==> config.mk <==
export PLATFORM = sky130hd
export DESIGN_NAME = sd_spi_init_sequencer
export DESIGN_NICKNAME = d
export VERILOG_FILES = /design/src/rtl/sd_spi_init_sequencer.sv
export SDC_FILE = /design/constraint.sdc
export NUM_CORES = 1
export LEC_CHECK = 0
export ABC_AREA = 1
export BUFFER_PORTS_ARGS = -buffer_cell sky130_fd_sc_hd__buf_2
export CORE_MARGIN = 2
export CORE_UTILIZATION = 45
export DETAILED_ROUTE_END_ITERATION = 8
export MAX_ROUTING_LAYER = met4
export SETUP_SLACK_MARGIN = 0.02
export SKIP_LAST_GASP = 1
export SYNTH_ARGS = -nofsm -noshare
export SYNTH_HDL_FRONTEND = slang
export SYNTH_SLANG_ARGS = --single-unit
==> constraint.sdc <==
create_clock -name CLKin -period 2.2 [get_ports CLKin]
set_input_delay 0.66 -clock CLKin [delete_from_list [all_inputs] [get_ports CLKin]]
set_output_delay 0.66 -clock CLKin [all_outputs]
set_load 0.03 [all_outputs]
==> src/rtl/sd_spi_init_sequencer.sv <==
// rtl/sd_spi_init_sequencer.sv - SD card SPI-mode power-up sequencer (dummy clocks, CMD0/CMD8/CMD55/ACMD41)
module sd_spi_init_sequencer #(
    parameter int HALF_SLOW    = 32,
    parameter int HALF_FAST    = 1,
    parameter int MAX_RETRY    = 255,
    parameter int RESP_TIMEOUT = 8
) (
    input  logic       CLKin,
    input  logic       Reset,
    input  logic       MISO,
    output logic       SCLK,
    output logic       MOSI,
    output logic       CS_n,
    output logic [7:0] State,
    output logic       Ready,
    output logic       Error,
    output logic [2:0] ErrCode
);
    localparam logic [7:0] S_IDLE   = 8'h00;
    localparam logic [7:0] S_DUMMY  = 8'h10;
    localparam logic [7:0] S_CMD0   = 8'h20;
    localparam logic [7:0] S_CMD8   = 8'h30;
    localparam logic [7:0] S_CMD55  = 8'h40;
    localparam logic [7:0] S_ACMD41 = 8'h50;
    localparam logic [7:0] S_READY  = 8'h70;
    localparam logic [7:0] S_ERROR  = 8'hFF;
    localparam logic [7:0] TIMEOUT_LAST = 8'(RESP_TIMEOUT - 1);
    localparam logic [7:0] RETRY_LIMIT  = 8'(MAX_RETRY);

    typedef enum logic [2:0] {PH_DUMMY, PH_FRAME, PH_POLL, PH_R7, PH_GAP} phase_t;

    logic [7:0]  state_q, state_d;
    phase_t      ph_q, ph_d;
    logic [7:0]  cnt_q, cnt_d;
    logic [7:0]  retry_q, retry_d;
    logic [2:0]  err_q, err_d;
    logic [7:0]  r1_q, r1_d;
    logic        cs_pend_q, cs_pend_d;
    logic [7:0]  load_byte;
    logic        adv, fail;
    logic [7:0]  adv_state;
    logic [2:0]  fail_code;
    logic [7:0]  tx_q;
    logic [6:0]  rx_q;
    logic [2:0]  bit_q;
    logic [15:0] div_q, reload;
    logic        sclk_q, mosi_q, cs_q;
    logic        running, tick, rise, fall, byte_done;
    logic [7:0]  rx_byte;

    function automatic logic slow_range(input logic [7:0] s);
        return (s != 8'h00) && (s < 8'h70);
    endfunction

    function automatic logic [7:0] frame_byte(input logic [7:0] cmd, input logic [7:0] idx);
        logic [47:0] f;
        case (cmd)
            S_CMD0:   f = 48'h40_00_00_00_00_95;
            S_CMD8:   f = 48'h48_00_00_01_AA_87;
            S_CMD55:  f = 48'h77_00_00_00_00_65;
            S_ACMD41: f = 48'h69_40_00_00_00_77;
            default:  f = '1;
        endcase
        f = f << {idx[2:0], 3'b000};
        return f[47:40];
    endfunction

    // Terminal states keep the divider alive only long enough to return SCLK low.
    assign running   = slow_range(state_q) || (((state_q == S_READY) || (state_q == S_ERROR)) && sclk_q);
    assign tick      = running && (div_q == 16'd0);
    assign rise      = tick && !sclk_q;
    assign fall      = tick && sclk_q;
    assign byte_done = rise && (bit_q == 3'd7) && slow_range(state_q);
    assign rx_byte   = {rx_q, MISO};
    assign reload    = slow_range(state_d) ? 16'(HALF_SLOW - 1) : 16'(HALF_FAST - 1);

    always_ff @(posedge CLKin) begin
        if (Reset) begin
            state_q   <= S_IDLE;
            ph_q      <= PH_DUMMY;
            cnt_q     <= '0;
            retry_q   <= '0;
            err_q     <= '0;
            r1_q      <= '0;
            cs_pend_q <= 1'b1;
            cs_q      <= 1'b1;
            sclk_q    <= 1'b0;
            mosi_q    <= 1'b1;
            tx_q      <= 8'hFF;
            rx_q      <= '0;
            bit_q     <= '0;
            div_q     <= '0;
        end else begin
            state_q   <= state_d;
            ph_q      <= ph_d;
            cnt_q     <= cnt_d;
            retry_q   <= retry_d;
            err_q     <= err_d;
            r1_q      <= r1_d;
            cs_pend_q <= cs_pend_d;
            if (!running || (div_q == 16'd0))
                div_q <= reload;
            else
                div_q <= div_q - 16'd1;
            if (tick)
                sclk_q <= ~sclk_q;
            if (rise) begin
                rx_q  <= rx_byte[6:0];
                bit_q <= bit_q + 3'd1;
            end
            // Next byte is staged at the last rising edge; MOSI and CS_n move on falling edges only.
            if (byte_done) begin
                tx_q <= load_byte;
            end else if (fall) begin
                mosi_q <= tx_q[7];
                tx_q   <= {tx_q[6:0], 1'b1};
                cs_q   <= cs_pend_q;
            end
        end
    end

    always_comb begin
        state_d   = state_q;
        ph_d      = ph_q;
        cnt_d     = cnt_q;
        retry_d   = retry_q;
        err_d     = err_q;
        r1_d      = r1_q;
        cs_pend_d = cs_pend_q;
        load_byte = 8'hFF;
        adv       = 1'b0;
        adv_state = state_q;
        fail      = 1'b0;
        fail_code = 3'd0;
        if (state_q == S_IDLE) begin
            state_d = S_DUMMY;
            ph_d    = PH_DUMMY;
            cnt_d   = '0;
        end else if (byte_done) begin
            case (ph_q)
                PH_DUMMY: begin
                    if (cnt_q == 8'd9) begin
                        state_d   = S_CMD0;
                        ph_d      = PH_FRAME;
                        cnt_d     = '0;
                        load_byte = frame_byte(S_CMD0, 8'd0);
                        cs_pend_d = 1'b0;
                    end else begin
                        cnt_d = cnt_q + 8'd1;
                    end
                end
                PH_FRAME: begin
                    if (cnt_q == 8'd5) begin
                        ph_d  = PH_POLL;
                        cnt_d = '0;
                    end else begin
                        cnt_d     = cnt_q + 8'd1;
                        load_byte = frame_byte(state_q, cnt_q + 8'd1);
                    end
                end
                PH_POLL: begin
                    if (!rx_byte[7]) begin
                        case (state_q)
                            S_CMD0: begin
                                if (rx_byte == 8'h01) begin adv = 1'b1; adv_state = S_CMD8; end
                                else begin fail = 1'b1; fail_code = 3'd1; end
                            end
                            S_CMD8: begin
                                r1_d  = rx_byte;
                                ph_d  = PH_R7;
                                cnt_d = '0;
                            end
                            S_CMD55: begin
                                if (rx_byte[7:2] == 6'd0) begin adv = 1'b1; adv_state = S_ACMD41; end
                                else begin fail = 1'b1; fail_code = 3'd5; end
                            end
                            S_ACMD41: begin
                                if (rx_byte == 8'h00) begin
                                    adv = 1'b1; adv_state = S_READY;
                                end else if (rx_byte == 8'h01) begin
                                    retry_d = retry_q + 8'd1;
                                    if (retry_q + 8'd1 == RETRY_LIMIT) begin fail = 1'b1; fail_code = 3'd3; end
                                    else begin adv = 1'b1; adv_state = S_CMD55; end
                                end else begin
                                    fail = 1'b1; fail_code = 3'd5;
                                end
                            end
                            default: ;
                        endcase
                    end else if (cnt_q == TIMEOUT_LAST) begin
                        fail = 1'b1; fail_code = 3'd4;
                    end else begin
                        cnt_d = cnt_q + 8'd1;
                    end
                end
                PH_R7: begin
                    if (cnt_q == 8'd3) begin
                        if ((r1_q == 8'h01) && (rx_byte == 8'hAA)) begin adv = 1'b1; adv_state = S_CMD55; end
                        else begin fail = 1'b1; fail_code = 3'd2; end
                    end else begin
                        cnt_d = cnt_q + 8'd1;
                    end
                end
                PH_GAP: begin
                    ph_d      = PH_FRAME;
                    cnt_d     = '0;
                    load_byte = frame_byte(state_q, 8'd0);
                    cs_pend_d = 1'b0;
                end
                default: ;
            endcase
            if (adv) begin
                state_d   = adv_state;
                ph_d      = PH_GAP;
                cnt_d     = '0;
                cs_pend_d = 1'b1;
            end
            if (fail) begin
                state_d   = S_ERROR;
                err_d     = fail_code;
                cs_pend_d = 1'b1;
            end
        end
    end

    always_comb begin
        State   = state_q;
        Ready   = (state_q == S_READY);
        Error   = (state_q == S_ERROR);
        ErrCode = err_q;
        SCLK    = sclk_q;
        MOSI    = mosi_q;
        CS_n    = cs_q;
    end
endmodule
==> results of run 1 <==
[worst max-delay path: stages (launching register included)]
cell and delay (ns):
dfxtp_1 0.39, buf_4 0.22, nor2_1 0.10, nand2_2 0.12
buf_4 0.14, inv_1 0.06, nor2_1 0.57, inv_1 0.32
a211oi_2 0.25
[cells by family (layout without fill, tap and decap cells)]
| group | after synthesis | count (layout) | synth area share [%] |
|---|---|---|---|
| adder cells (fa/ha/maj) | 8 | 8 | 2.13 |
| AND/OR/NAND/NOR | 337 | 338 | 36.3 |
| buffers and inverters | 119 | 252 | 10.4 |
| AO/OA/AOI/OAI | 133 | 133 | 17.3 |
| XOR/XNOR | 10 | 10 | 1.87 |
| flip-flops | 75 | 75 | 32.0 |
[sequential cells by signal, indices dropped and copies added, names as in the netlist]
| name | cells |
|---|---|
| CS_n | 1 |
| bit_q | 3 |
| div_q | 16 |
| cs_pend_q | 1 |
| ErrCode | 3 |
| State | 8 |
| r1_q | 7 |
| ph_q | 3 |
| MOSI | 1 |
| SCLK | 1 |
| retry_q | 8 |
| tx_q | 8 |
| cnt_q | 8 |
| rx_q | 7 |
[final cells by class]
class,instances,area share (%)
Multi-Input combinational cell,489,48.2
Sequential cell,75,23.8
Timing Repair Buffer,130,16.0
Inverter,106,6.32
Tap cell,136,2.65
Clock buffer,10,1.99
Clock inverter,6,1.01
[synthesized netlist by cell type, drive strengths merged, types with 8 or more instances]
master and count:
nand2 147, o21ai 51, buf 9, ha 8, nor4 11, a211oi 10, nor3 21, nor2 91
dfxtp 75, nand3 46, inv 106, a21oi 47, nand4 16, xor2 9
[layer usage]
metal	vias to the layer above	share of wire, %
met3	26	4.2
met4	0	2.2
met5	-	0
met1	2343	45
li1	2522	-
met2	130	49
[through the flow]
step / worst slack (ns) / setup TNS, ns
finish: -0.0351 / -0.110
floorplan: 0.0399 / 0
global route: -0.242 / -4.36
detailed placement: -0.330 / -3.49
CTS: -0.0407 / -0.0449
global placement: -0.170 / -1.97
[repair_timing]
item / CTS / global route
setup endpoints to repair: 27 / 58
cloned: 0 / 2
pin swaps: 8 / 27
buffers inserted: 4 / 21
gates resized for setup: 28 / 108
[worst min path at each step]
| stage | from | to |
|---|---|---|
| 3_3_place_gp | ErrCode[0]$_SDFFE_PP0P_ | ErrCode[0]$_SDFFE_PP0P_ |
| 3_5_place_dp | MOSI$_SDFFE_PP1P_ | MOSI$_SDFFE_PP1P_ |
| 2_1_floorplan | cs_pend_q$_SDFFE_PP1P_ | CS_n$_SDFFE_PP1P_ |
| 4_1_cts | MOSI$_SDFFE_PP1P_ | MOSI$_SDFFE_PP1P_ |
| 5_1_grt | div_q[15]$_SDFF_PP0_ | div_q[15]$_SDFF_PP0_ |
| 6_report | CS_n$_SDFFE_PP1P_ | CS_n$_SDFFE_PP1P_ |
[power breakdown]
group | internal [mW] | switching [mW] | total (mW)
logic | 0.148 | 0.238 | 0.386
clock network | 0.526 | 0.548 | 1.07
registers | 1.38 | 0.0256 | 1.41
[cells in the final DEF (no fill, tap or decap), drive strengths merged, types with 2 or more instances in the layout]
| cell | netlist | routed |
|---|---|---|
| a211oi | 10 | 10 |
| a21oi | 47 | 47 |
| a221oi | 4 | 4 |
| a22oi | 2 | 2 |
| a31oi | 4 | 4 |
| buf | 9 | 129 |
| clkbuf | 4 | 11 |
| clkinv | 0 | 3 |
| dfxtp | 75 | 75 |
| ha | 8 | 8 |
| inv | 106 | 107 |
| nand2 | 147 | 148 |
| nand3 | 46 | 46 |
| nand4 | 16 | 16 |
| nor2 | 91 | 91 |
| nor3 | 21 | 21 |
| nor3b | 3 | 3 |
| nor4 | 11 | 11 |
| o211a | 2 | 2 |
| o21ai | 51 | 51 |
| o22ai | 4 | 4 |
| o31ai | 3 | 3 |
| or2 | 2 | 2 |
| xor2 | 9 | 9 |
==> key figures, run 1 <==
Run status
  – Outcome: finished, violations left
  – Failing checks: negative setup slack

Global routing
  – Largest net degree at the start of global routing: 27
  – Met2 usage: between 40% and 50%
  – Number of global-route vias before repair: 4734
  – Met3 Resource Use GR: 3.86%
  – Grt ovf: 0
  – Antenna violations before repair: 0
  – GRT Total Usage: 25.9%
  – Met1 Usage GRT: 32.1%
  – GR peak layer: met2
  – First-pass GRT wire length: 22600 um

Critical path
  – CP arrival: 2.53 ns
  – Worst Setup End Kind: register
  – Worst setup path start: State[4]$_SDFF_PP0_
  – Crit path max fanout: 9
  – Crit path capture: cnt_q[0]$_SDFFE_PP0P_
  – Worst r2r path cells: 8
  – Worst path required time: 2.49 ns
  – Setup Crit Path Kind: reg -> reg
  – Crit path launch type: register
  – RR Startpoint: State[4]$_SDFF_PP0_
  – Flop2flop setup slack: -0.04 ns
  – Reg-to-Reg End: cnt_q[0]$_SDFFE_PP0P_

Power and ir drop
  – Power density cells: about 450 nW/um^2
  – Max VDD drop: 0.314 mV
  – Leakage power: roughly 2.8 nW
  – Overall power: 2.87 mW

Logic synthesis
  – Ys Warns: 0
  – Top cell type's share of synthesized area: 32.0%
  – Cells after synthesis: 682
  – Post-synth ARST share: 0%
  – Post-synth EDFFs: 0
  – Cell taking the most area after synthesis: dfxtp_1
  – Synth area leaders: dfxtp_1 32%, nand2_1 10%, inv_1 7.2%
  – Post-synthesis sequential area ratio: 32.0%
  – Synth Net Count: 693
  – Post-synthesis register bit count: 75
  – Main synth FF type: dfxtp_1
  – Mean Syn Cell Area: approximately 6.9 um^2
  – Post-Syn Area: 4690 um^2
  – Distinct cell type count after synthesis: 53

Timing
  – Worst Tran Pin Value: between 0.7 and 0.8 ns
  – Endpoints failing hold: 0
  – Fmax: 447 MHz
  – Final Slew Violations: 0
  – Post-route setup slack: -0.0351 ns
  – Final setup fails: 7
  – Clk_skew: just over 0.009 ns
  – RSZ-0062 raised after global routing: yes
  – Final hold slack: between 0.4 and 0.5 ns
  – Final min period: 2.24 ns
  – Slew Limit Headroom: 49.7%
  – Final period util: 102%

Place
  – Routability cong.: 0.934
  – Post-DP Area: 5540 um^2
  – Detailed placement HPWL: 10400 um
  – Buffers on Ports: 18
  – Dpl cells: 909

Cells and area
  – Final instance area: around 6400 um^2
  – P&R area growth vs syn: 36.6%
  – Net count, final: 822
  – Antenna cells: 0
  – Ratio of cells with drive above 1 in the final layout: 37.1%
  – Non-filler cells, final: roughly 950
  – FF+latch area: 1530 um^2
  – Area of the multi-input gates: between 3000 and 4000 um^2
  – FILL cells: ~940
  – Layout Utilization: 62.7%

Floorplan
  – Initial cell density of the core: 45.9%
  – Core Footprint: 10200 um^2
  – # rows: 37
  – I/O Pins: 19
  – Die ar.: around 11000 um^2
  – Die Wd: 106 um
  – Die Y: 106 um

Clock network
  – Root buf cell: clkbuf_8
  – Sink Count: 75
  – CTS Hold Buffers Added: 0
  – CTS clk-pin slew, worst paths: about 0.090 ns
  – CTS tree: built
  – Clk Latency, worst-skew pair: 0.36 ns
  – Max clock buf depth: 2
  – Htree depth: 3
  – Inserted Clock Buffers: 9

Route
  – Post-route DRC violation count: 0
  – Wire per inst: 15.1 um
  – 1st-pass router iterations: 7
  – Antenna viol nets, final: 0
  – Vias: 5021
  – Starting DRT DRC Count: between 300 and 400
  – Drt total wl: 14300 um
  – Drt via density: 5.27

Job
  – Number of max-cap violations: 0

Worst hold path
  – Min-delay worst type: reg -> reg
  – Hold depth: 2
(Power assumes the default switching activity.)
==> run 2, diff against run 1 <==
- clock period: 2.2 -> 2 ns (I/O delays scaled with it)
==> key figures, run 2 (synthesis gave the netlist of run 1 again) <==
Route
  – Drt total wl: ~17000 um
  – 1st-pass router iterations: 5
  – Drt via density: 5.38
  – Wire per inst: 16.0 um
  – Vias: about 5600
  – Post-route DRC violation count: 0
  – Antenna viol nets, final: 0
  – Starting DRT DRC Count: 412

Floorplan
  – Die ar.: 11300 um^2
  – # rows: 37
  – Core Footprint: between 10000 and 15000 um^2
  – Die Y: 106 um
  – Die Wd: 106 um
  – Initial cell density of the core: 45.9%
  – I/O Pins: 19

Timing
  – Endpoints failing hold: 0
  – Final period util: 119%
  – Worst Tran Pin Value: 0.450 ns
  – Fmax: around 420 MHz
  – RSZ-0062 raised after global routing: yes
  – Final Slew Violations: 0
  – Final min period: roughly 2.4 ns
  – Final hold slack: 0.477 ns
  – Clk_skew: 0.0115 ns
  – Post-route setup slack: -0.376 ns
  – Final setup fails: 59
  – Slew Limit Headroom: 69.9%

Critical path
  – Buffers and inverters on the worst path: 2
  – CP cell instances: buf_6, nor3_4, nand2_4, buf_6, nor2_4, nor2_4, nor2_4, nand2_2, nand3_2, nand2_1, nand2_1, nand2_1, nand2_1, nor2_2, nand2_1, nand3_2, nand2_4, nand2_1
  – Slowest cell on the critical path: dfxtp_4
  – CP arrival: 2.65 ns
  – Most frequent CP cell: nand2_1
  – Reg-to-Reg End: div_q[1]$_SDFF_PP0_
  – Flop2flop setup slack: -0.38 ns
  – Worst Setup End Kind: register
  – Worst path required time: around 2.3 ns
  – Crit path launch type: register
  – RR Startpoint: State[2]$_SDFF_PP0_
  – CP delay by family, top: simple AND/OR/NAND/NOR gates
  – Delay of the slowest critical-path stage: 0.36 ns
  – Crit path max fanout: 5
  – Worst r2r path cells: 18
  – Setup Crit Path Kind: reg -> reg

Cells and area
  – Most frequent cells in the layout: 161 x buf_4, 102 x nand2_1, 74 x inv_1, 62 x dfxtp_1, 58 x nor2_1
  – Ratio of cells with drive above 1 in the final layout: around half
  – Net count, final: 904
  – Area of the multi-input gates: ~3300 um^2
  – Non-filler cells, final: slightly above 1000
  – Antenna cells: 0
  – Max reg flops: 16
  – Largest Register: div_q
  – Commonest non-fill, non-tap cell in the layout: buf_4
  – P&R area growth vs syn: 57.7%
  – FILL cells: 767
  – FF+latch area: 1540 um^2

Clock network
  – Htree depth: 3
  – Max clock buf depth: 2
  – Root buf cell: clkbuf_8
  – Clk Latency, worst-skew pair: between 0.3 and 0.4 ns
  – CTS clk-pin slew, worst paths: 0.08 ns
  – Sink Count: 75
  – Inserted Clock Buffers: 9
  – CTS Hold Buffers Added: 0
  – CTS tree: built

Worst hold path
  – Min-delay worst type: reg -> reg
  – Hold depth: 2
  – Worst hold endpoint: ErrCode[0]$_SDFFE_PP0P_
  – HP Start: ErrCode[0]$_SDFFE_PP0P_

Power and ir drop
  – Power density cells: 473 nW/um^2
  – Max VDD drop: 0.328 mV
  – Leakage power: between 3 and 4 nW

Global routing
  – Number of global-route vias before repair: 5252
  – Antenna violations before repair: 0
  – Grt ovf: 0
  – GRT Total Usage: 27.7%
  – Largest net degree at the start of global routing: 27
  – First-pass GRT wire length: 24100 um

Run status
  – Failing checks: negative setup slack
  – Outcome: finished, violations left

Job
  – Number of max-cap violations: 0

Place
  – Dpl cells: 965
  – Buffers on Ports: 18
  – Detailed placement HPWL: roughly 11000 um
  – Routability cong.: 0.989
## run 2: cell types whose count changed in the layout (fill, tap and decap cells not counted), sizes merged
cell,before,now
clkinv,3,2
buf,129,209
nor2,91,92
bufinv,1,2
clkbuf,11,12
inv,107,106
clkinvlp,1,2
## run 2: tightest hold or removal path, delay by kind of cell, from the launching register on
kind	cells	cell delay, ns
simple gates	1	0.06
flops	1	0.32
compound gates	1	0.05
## run 2: layer usage
layer | track usage (%) | vias up | wire length [um]
met3 | 3.07 | 60 | 730
met5 | - | - | 0
li1 | - | 2700 | -
met1 | 32.2 | 2614 | 6810
met2 | 47.8 | 193 | 8360
met4 | 13.3 | 0 | 629
## run 2: final cells by class
type,count,share of cell area [%]
clock buffers,11,2.06
clock inverters,5,1.12
inverters,106,5.59
multi-input cells,490,45.2
flip-flops and latches,75,20.7
well taps,136,2.30
repair buffers,210,22.9
repair inverters,1,0.101
## run 2: stage by stage
step	TNS, ns	power (mW)	area (um^2)	util (%)	setup WS (ns)
2_1_floorplan	0	1.86	4720	-	0.0131
5_1_grt	-17.84	3.61	7400	72.3	-0.494
3_3_place_gp	-6.78	2.02	5980	58.4	-0.339
4_1_cts	-4.72	3.44	6700	65.4	-0.185
3_5_place_dp	-7.29	2.04	5980	58.4	-0.344
6_report	-10.45	3.50	7400	72.3	-0.376
## run 2: timing repair
action | CTS | global route
buffers inserted | 30 | 24
pin swaps | 37 | 62
setup endpoints to repair | 50 | 66
gates resized for setup | 89 | 144
cloned | 1 | 3
## run 2: report_power, final
group	internal, mW	switching, mW
clock	0.784	0.634
sequential	1.52	0.0235
combinational	0.218	0.317
## run 2: worst max-delay path by stage
stage | to | from | cells after the start
after CTS | div_q[3]$_SDFF_PP0_ | State[0]$_SDFF_PP0_ | 19
after global routing | div_q[3]$_SDFF_PP0_ | State[5]$_SDFF_PP0_ | 18
after detailed placement | cnt_q[1]$_SDFFE_PP0P_ | MISO | 11
after global placement | cnt_q[7]$_SDFFE_PP0P_ | MISO | 12
final | div_q[1]$_SDFF_PP0_ | State[2]$_SDFF_PP0_ | 18
after floorplan | cnt_q[0]$_SDFFE_PP0P_ | MISO | 11
==> run 3, diff against run 2 <==
- CORE_MARGIN: 2 -> not set
- SLEW_MARGIN: not set -> 20
==> key figures, run 3 (synthesis gave the netlist of run 1 again) <==
Global routing
  – Number of global-route vias before repair: slightly above 5000
  – GRT Total Usage: about 29%
  – Met3 Resource Use GR: 4.14%
  – Grt ovf: 0
  – Antenna violations before repair: 0
  – First-pass GRT wire length: 24600 um
  – Met2 usage: 49.8%
  – GR peak layer: met2
  – Largest net degree at the start of global routing: 18
  – Met1 Usage GRT: 36.0%

Power and ir drop
  – Power density cells: 436 nW/um^2
  – Leakage power: 3.31 nW
  – Overall power: 3.22 mW
  – Max VDD drop: approximately 0.35 mV

Cells and area
  – Antenna cells: 0
  – P&R area growth vs syn: 57.1%
  – Net count, final: around 910
  – Largest Register: div_q
  – Non-filler cells, final: 1037
  – Ratio of cells with drive above 1 in the final layout: 49.0%
  – Most frequent cells in the layout: 172 x buf_4, 102 x nand2_1, 73 x inv_1, 60 x dfxtp_1, 54 x nor2_1
  – Max reg flops: 16
  – Commonest non-fill, non-tap cell in the layout: buf_4
  – Final instance area: 7380 um^2

Floorplan
  – Core Footprint: 9950 um^2
  – Die Y: approximately 100 um
  – Die ar.: 10800 um^2
  – # rows: 36
  – I/O Pins: 19
  – Initial cell density of the core: 47.2%
  – Die Wd: approximately 100 um

Critical path
  – Worst Setup End Kind: register
  – Crit path launch type: register
  – Crit path max fanout: 5
  – Setup Crit Path Kind: reg -> reg
  – Reg-to-Reg End: cnt_q[2]$_SDFFE_PP0P_
  – CP arrival: between 2 and 3 ns
  – Worst setup path start: div_q[5]$_SDFF_PP0_
  – Flop2flop setup slack: -0.25 ns
  – Worst path required time: 2.25 ns
  – RR Startpoint: div_q[5]$_SDFF_PP0_
  – Crit path capture: cnt_q[2]$_SDFFE_PP0P_
  – Worst r2r path cells: 13

Route
  – Wire per inst: 15.6 um
  – Drt total wl: 16100 um
  – Antenna viol nets, final: 0
  – 1st-pass router iterations: 6
  – Vias: 5525
  – Post-route DRC violation count: 0
  – Starting DRT DRC Count: 306
  – Drt via density: 5.33

Timing
  – Worst Tran Pin Value: between 0.5 and 0.6 ns
  – Final period util: 113%
  – Slew Limit Headroom: 65.4%
  – RSZ-0062 raised after global routing: yes
  – Final hold slack: 0.478 ns
  – Final Slew Violations: 0
  – Endpoints failing hold: 0
  – Final setup fails: a little under 60
  – Clk_skew: 0.0166 ns
  – Post-route setup slack: -0.254 ns
  – Fmax: 444 MHz
  – Final min period: 2.25 ns

Clock network
  – CTS Hold Buffers Added: 0
  – Root buf cell: clkbuf_8
  – CTS tree: built
  – Sink Count: 75
  – CTS clk-pin slew, worst paths: about 0.08 ns
  – Clk Latency, worst-skew pair: ~0.37 ns
  – Inserted Clock Buffers: 9
  – Max clock buf depth: 2
  – Htree depth: 3

Place
  – Detailed placement HPWL: 11200 um
  – Buffers on Ports: 18
  – Dpl cells: slightly below 1000
  – Place WS: -0.369 ns
  – Routability cong.: 0.924
  – Post-DP Area: 5960 um^2

Run status
  – Failing checks: negative setup slack
  – Outcome: finished, violations left

Job
  – Number of max-cap violations: 0

Worst hold path
  – Min-delay worst type: reg -> reg
==> run 3: cell types whose count changed in the layout (fill, tap and decap cells not counted), moves of 5 or more <==
cell     before  now
a21oi_1      28   36
a21oi_2      16    9
buf_4       161  172
buf_6        30   25
==> run 3: worst min-delay path by stage <==
stage | startpoint | to | slack, ns | depth (start not counted)
floorplan | cs_pend_q$_SDFFE_PP1P_ | CS_n$_SDFFE_PP1P_ | 0.43 | 2
global placement | tx_q[7]$_SDFFE_PP1P_ | MOSI$_SDFFE_PP1P_ | 0.45 | 2
detailed placement | tx_q[7]$_SDFFE_PP1P_ | MOSI$_SDFFE_PP1P_ | 0.45 | 2
CTS | tx_q[7]$_SDFFE_PP1P_ | MOSI$_SDFFE_PP1P_ | 0.47 | 2
global route | ErrCode[0]$_SDFFE_PP0P_ | ErrCode[0]$_SDFFE_PP0P_ | 0.50 | 2
finish | div_q[11]$_SDFF_PP0_ | div_q[11]$_SDFF_PP0_ | 0.48 | 2
==> run 3: worst max-delay path, cell delays in order, from the launching register on <==
cell	delay (ns)
dfxtp_1	0.31
inv_1	0.07
nand2_1	0.16
nor2_1	0.15
inv_1	0.09
nor4_4	0.29
nand2_4	0.09
nor2_4	0.14
nand2_4	0.12
nor3_4	0.18
nand2_4	0.11
buf_4	0.15
o21ai_0	0.18
a21oi_1	0.07
==> run 3: layout make-up <==
type / instances / area (um^2)
fillers: 779 / 2580
well taps: 133 / 166
clock buffers: 13 / 159
repair buffers: 219 / 1770
inverters: 106 / 427
flip-flops and latches: 75 / 1540
clock inverters: 2 / 11.3
multi-input cells: 489 / 3300
==> run 3: what timing repair did <==
action | in CTS | in global routing
resized for setup | 90 | 144
setup endpoints to repair | 51 | 72
buffers inserted | 30 | 30
gates cloned | 2 | 1
pin swaps | 24 | 37
==> run 3: through the flow <==
| step | setup TNS, ns | util, % |
|---|---|---|
| CTS | -4.63 | 67.1 |
| global placement | -6.57 | 59.9 |
| detailed placement | -8.25 | 59.9 |
| floorplan | 0 | - |
| finish | -7.84 | 74.1 |
| global route | -14.55 | 74.1 |
==> run 3: report_power, final <==
group	internal, mW	switching [mW]
Sequential	1.52	0.0268
Combinational	0.255	0.324
Clock	0.512	0.583
Total	2.29	0.934
==> run 3: layer usage <==
metal	vias up	part of all wire, %
met3	38	4.5
met1	2620	43
li1	2702	-
met4	0	2.4
met5	-	0
met2	165	50
